### src/rtl/dac_wavegen.sv
// Periodic waveform generator: prescaled phase accumulator mapped to an 8-bit R-2R DAC word.
// Define WAVEGEN_SINE_EN to build the quarter-wave sine ROM and enable wave 3 (sine).
module dac_wavegen #(
  parameter int unsigned PHASE_W   = 16,
  parameter int unsigned DIV       = 1024,
  parameter int unsigned STEP_INIT = 256
) (
  input  logic               clk,
  input  logic               rstn,
  input  logic               evt_next,
  input  logic               evt_up,
  input  logic               evt_down,
  output logic [7:0]         dac_bin,
  output logic               sample_stb,
  output logic [1:0]         wave,
  output logic [PHASE_W-1:0] step
);

  localparam int unsigned        CNT_W    = (DIV > 1) ? $clog2(DIV) : 1;
  localparam logic [CNT_W-1:0]   CNT_LAST = CNT_W'(DIV - 1);
  localparam logic [PHASE_W-1:0] STEP_MAX = {1'b1, {(PHASE_W - 1){1'b0}}};

`ifdef WAVEGEN_SINE_EN
  // round(127 * sin(pi/2 * (i + 0.5) / 64)), i = 0..63
  localparam logic [7:0] SINE_ROM [64] = '{
    8'd2,   8'd5,   8'd8,   8'd11,  8'd14,  8'd17,  8'd20,  8'd23,
    8'd26,  8'd29,  8'd32,  8'd35,  8'd38,  8'd41,  8'd44,  8'd47,
    8'd50,  8'd53,  8'd56,  8'd58,  8'd61,  8'd64,  8'd67,  8'd69,
    8'd72,  8'd74,  8'd77,  8'd79,  8'd82,  8'd84,  8'd86,  8'd89,
    8'd91,  8'd93,  8'd95,  8'd97,  8'd99,  8'd101, 8'd103, 8'd105,
    8'd106, 8'd108, 8'd110, 8'd111, 8'd113, 8'd114, 8'd115, 8'd117,
    8'd118, 8'd119, 8'd120, 8'd121, 8'd122, 8'd123, 8'd124, 8'd124,
    8'd125, 8'd125, 8'd126, 8'd126, 8'd127, 8'd127, 8'd127, 8'd127
  };
  logic [5:0] sine_idx;
  logic [7:0] sine_q;
  logic [7:0] sine_val;
`endif

  logic [CNT_W-1:0]   div_cnt;
  logic [PHASE_W-1:0] phase;
  logic [PHASE_W-1:0] phase_n;
  logic               tick;
  logic [7:0]         p;
  logic [7:0]         tri_t;
  logic [7:0]         tri_val;
  logic [7:0]         sample;
  logic [1:0]         wave_n;
  logic [PHASE_W-1:0] step_n;

  always_comb begin
    tick    = (div_cnt == CNT_LAST);
    phase_n = phase + step;
    p       = phase_n[PHASE_W-1 -: 8];
    tri_t   = {p[6:0], 1'b0};
    tri_val = p[7] ? ~tri_t : tri_t;
  end

`ifdef WAVEGEN_SINE_EN
  always_comb begin
    sine_idx = p[6] ? ~p[5:0] : p[5:0];
    sine_q   = SINE_ROM[sine_idx];
    sine_val = p[7] ? (8'd127 - sine_q) : (8'd128 + sine_q);
  end
`endif

  always_comb begin
    sample = p;
    case (wave)
      2'd0:    sample = p;
      2'd1:    sample = tri_val;
      2'd2:    sample = p[7] ? 8'hFF : 8'h00;
`ifdef WAVEGEN_SINE_EN
      default: sample = sine_val;
`else
      default: sample = tri_val;
`endif
    endcase
  end

  always_comb begin
    wave_n = wave;
    if (evt_next) begin
`ifdef WAVEGEN_SINE_EN
      wave_n = wave + 2'd1;
`else
      wave_n = (wave >= 2'd2) ? 2'd0 : wave + 2'd1;
`endif
    end
  end

  // Simultaneous up and down cancel; both directions saturate.
  always_comb begin
    step_n = step;
    if (evt_up && !evt_down) begin
      step_n = (step > (STEP_MAX >> 1)) ? STEP_MAX : (step << 1);
    end else if (evt_down && !evt_up) begin
      step_n = (step[PHASE_W-1:1] == '0) ? PHASE_W'(1) : (step >> 1);
    end
  end

  always_ff @(posedge clk or negedge rstn) begin
    if (!rstn) begin
      div_cnt    <= '0;
      phase      <= '0;
      dac_bin    <= 8'h00;
      sample_stb <= 1'b0;
      wave       <= 2'd0;
      step       <= PHASE_W'(STEP_INIT);
    end else begin
      div_cnt    <= tick ? '0 : div_cnt + CNT_W'(1);
      sample_stb <= tick;
      if (tick) begin
        phase   <= phase_n;
        dac_bin <= sample;
      end
      wave <= wave_n;
      step <= step_n;
    end
  end

endmodule
### config.mk
export PLATFORM = sky130hd
export DESIGN_NAME = dac_wavegen
export DESIGN_NICKNAME = d
export VERILOG_FILES = /design/src/rtl/dac_wavegen.sv
export SDC_FILE = /design/constraint.sdc
export NUM_CORES = 1
export LEC_CHECK = 0
export CORE_MARGIN = 10
export CORE_UTILIZATION = 50
export CTS_BUF_LIST = sky130_fd_sc_hd__clkbuf_4 sky130_fd_sc_hd__clkbuf_8
export DETAILED_ROUTE_END_ITERATION = 8
export DONT_BUFFER_PORTS = 1
export PLACE_DENSITY = 0.72
export SETUP_SLACK_MARGIN = 0.05
export SLEW_MARGIN = 10
export SYNTH_ARGS = -nofsm -noshare
export SYNTH_HDL_FRONTEND = slang
export SYNTH_SLANG_ARGS = --single-unit
### constraint.sdc
create_clock -name clk -period 5.6 [get_ports clk]
set_clock_uncertainty 0.15 [all_clocks]
set_input_delay 0.84 -clock clk [delete_from_list [all_inputs] [get_ports clk]]
set_output_delay 0.84 -clock clk [all_outputs]
set_load 0.005 [all_outputs]
==> impl_metrics.csv <==
group,metric,value,unit
cts,cts_sinks,53,
route,ant_nets,0,
synthesis,yosysUniqueCellTypes,54,
status,status,"complete, no violations",
placed_design,dpl_worst_slack,2.446,ns
cts,cts_buffers,5,
synthesis,synth-edff-count,0,
run,maxCapViolCount,0,
placed_design,post-dp-hpwl,5.350,mm
floorplanning,die_y,100.9,um
power_and_ir_drop,vdd_drop_max,0.0001037,V
floorplanning,design.core.area,6350,sq um
route,remaining_drc_errors,0,
placed_design,portBuffers,0,
worst_setup_path,arrival,3.24,ns
global_routing,grt_pass1_vias,2404,
cts,clock_latency,0.31,ns
sta,fmax,310.0,MHz
synthesis,ys_ff_latch,53,
route,drt_iter0_drc,187,
synthesis,syn-num-nets,375,
worst_setup_path,r2r_slack,2.37,ns
worst_setup_path,crit_path_max_fanout,5,
synthesis,synth-compound-area-share,0.2062,
synthesis,yosysTopAreaCell,"dfrtp_1",
worst_setup_path,worstReg2RegStart,"step[0]$_DFFE_PN0P_",
floorplanning,die-area,10180,sq um
worst_setup_path,end_kind,"register",
route,wirelength,7.459,mm
worst_setup_path,r2r_end,"dac_bin[5]$_DFFE_PN0P_",
synthesis,syn_area_per_cell,9.292,sq um
cts,post-cts-setup-buffers,0,
cts,cts_tree,"yes",
power_and_ir_drop,leakage,1.521,nW
cts,clk_path_buf_depth,2,
final_layout,nets,364,
global_routing,grt_usage,0.1484,
cts,cts_max_level,2,
global_routing,grt_max_degree,54,
route,vias,2614,
synthesis,synth_ff_type,"dfrtp_1",
sta,fin_crit_sh,0.5760,
synthesis,yosys.cell_count.top_type,"dfrtp_1",
synthesis,synth-warning-count,0,
synthesis,ys_async_sr_fraction,1.000,
global_routing,grt_pass1_wl,12.41,mm
sta,slew-limit-headroom,0.3735,
global_routing,antenna_found_initial,0,
worst_setup_path,cp-start-kind,"register",
cts,clockRootBuffer,"clkbuf_8",
synthesis,synthXorXnorAreaFrac,0.06121,
final_layout,drive_gt1_frac,0.05263,
route,post_drt_wl_per_cell,17.80,um
sta,rsz0062_at_grt,"false",
route,drtPass1Iterations,4,
power_and_ir_drop,powerDensity,198.0,nW/um^2
sta,hold_viol_final,0,
synthesis,synthDominantCellAreaShare,0.3979,
route,avgViaCountPerCell,6.239,
cts,path_clk_slew,0.10,ns
synthesis,synth_area_leaders,"dfrtp_1, ha_1, nand2_1, a221o_1, o21ai_0",
final_layout,antenna_cells,0,
synthesis,synth.area.mux_share,0.01262,
synthesis,synth_top_family_by_area,"simple AND/OR/NAND/NOR gates",
floorplanning,floorplan.initialDensity,0.5151,
worst_setup_path,worst_r2r_path_depth,9,
worst_setup_path,cp_data_required_time,5.61,ns
final_layout,fillers,580,
floorplanning,io_pins,32,
worst_setup_path,path_class,"register to register",
synthesis,post_synth_fa_ha_maj_area_fraction,0.07116,
sta,finalSetupViolCount,0,
sta,period_needed,3.225,ns
synthesis,ys_seq_area_frac,0.4059,
sta,fin_ws,2.375,ns
sta,worst_pin_slew,0.9397,ns
global_routing,grt_remaining_overflow,0,
synthesis,synthTopCellsByCount,"dfrtp_1, nand2_1, nor2_1",
final_layout,areaGrowthSynthToFinish,2.946,%
synthesis,synth-simple-area-share,0.2085,
synthesis,postSynthCellCount,352,
sta,fin_tns_setup,0,ns
floorplanning,row_count,29,
cts,holdBufCountCts,0,
synthesis,syn-cell-area,3271,sq um
cts,cts_resized,0,
worst_hold_path,min_path_type,"input pin to asynchronous set/reset pin",
floorplanning,die_w,100.9,um
sta,drv_slew,0,
placed_design,gp_congestion,0.9152,
where the power goes:
group          internal, mW  total, mW  switching (mW)
clock network        0.0919      0.217           0.126
logic                0.0147     0.0441          0.0294
registers             0.390      0.405          0.0153
total                 0.497      0.667           0.170
layer usage:
layer	vias to the layer above	global-route usage	wire length [um]
met5	-	0	0
met4	0	0.04239	97
met3	9	0.04527	557
met2	59	0.2157	3294
met1	1261	0.2060	3510
li1	1285	-	-
worst max-delay path, cell delays in order (launching register included):
cell and delay (ns):
dfrtp_1 0.45, ha_1 0.27, fa_1 0.44, a211oi_1 0.48, o211ai_1 0.20, a41o_1 0.24
a211oi_1 0.39, o31ai_1 0.14, a32oi_1 0.21, o211ai_1 0.10
how the worst max path moves through the flow:
stage,start,to,slack (ns)
finish,step[0]$_DFFE_PN0P_,dac_bin[5]$_DFFE_PN0P_,2.37
global route,step[0]$_DFFE_PN0P_,dac_bin[5]$_DFFE_PN0P_,2.10
floorplan,step[0]$_DFFE_PN0P_,dac_bin[3]$_DFFE_PN0P_,2.80
global placement,step[0]$_DFFE_PN0P_,dac_bin[5]$_DFFE_PN0P_,2.55
CTS,step[0]$_DFFE_PN0P_,dac_bin[5]$_DFFE_PN0P_,2.38
detailed placement,step[0]$_DFFE_PN0P_,dac_bin[5]$_DFFE_PN0P_,2.45
per-stage QoR:
stage,instance area (sq um),util,power [mW],cells,hold WS (ns)
finish,3367,0.5302,0.6668,419,0.06614
global route,3367,0.5302,0.6944,419,0.04217
CTS,3367,0.5302,0.6749,419,0.05452
detailed placement,3281,0.5167,0.4563,411,0.3213
global placement,3281,0.5167,0.4565,411,0.3119
floorplan,3271,-,0.4447,352,0.2955
layout by cell type, fill, tap and decap left out, types with 2 or more instances in the layout:
master	netlist	layout
and3_1	3	3
mux2i_1	3	3
a32oi_1	2	2
ha_1	17	17
nor3_1	9	9
a21oi_1	14	14
nand3_1	9	9
clkinv_2	0	2
nand2_1	50	50
a221o_1	14	14
inv_1	7	7
nor2_1	25	25
o21ai_0	21	21
xnor2_1	12	12
clkbuf_8	0	5
xor2_1	9	9
o211ai_1	7	7
nor2b_1	5	5
a31oi_1	2	2
nor3b_1	13	13
nand2b_1	4	4
or4_1	3	3
a21o_1	4	4
o21ai_2	2	2
nand4_1	5	5
nor4_1	3	3
o31ai_1	6	6
a211oi_1	9	9
dfrtp_1	52	52
and2_1	2	2
kinds of logic (layout without fill, tap and decap cells):
| kind of cell | count (synthesis) | after routing |
|---|---|---|
| compound gates | 94 | 94 |
| xor+xnor | 22 | 22 |
| fa+ha+maj | 18 | 18 |
| buf+inv | 25 | 15 |
| flops | 53 | 53 |
| mux | 4 | 4 |
| simple gates | 136 | 136 |
state kept, by name, indices dropped and copies added (netlist names):
name / cells
phase: 16
dac_bin: 8
div_cnt: 10
sample_stb: 1
wave: 2
step: 16
layout make-up:
cell class	count	area, sq um	area share
multi-input cells	274	1831	0.5437
flip-flops and latches	53	1328	0.3943
well taps	77	96.34	0.02861
clock buffers	6	76.32	0.02267
inverters	7	26.28	0.007804
clock inverters	2	10.01	0.002973
Power figures use the tool's default switching activity.
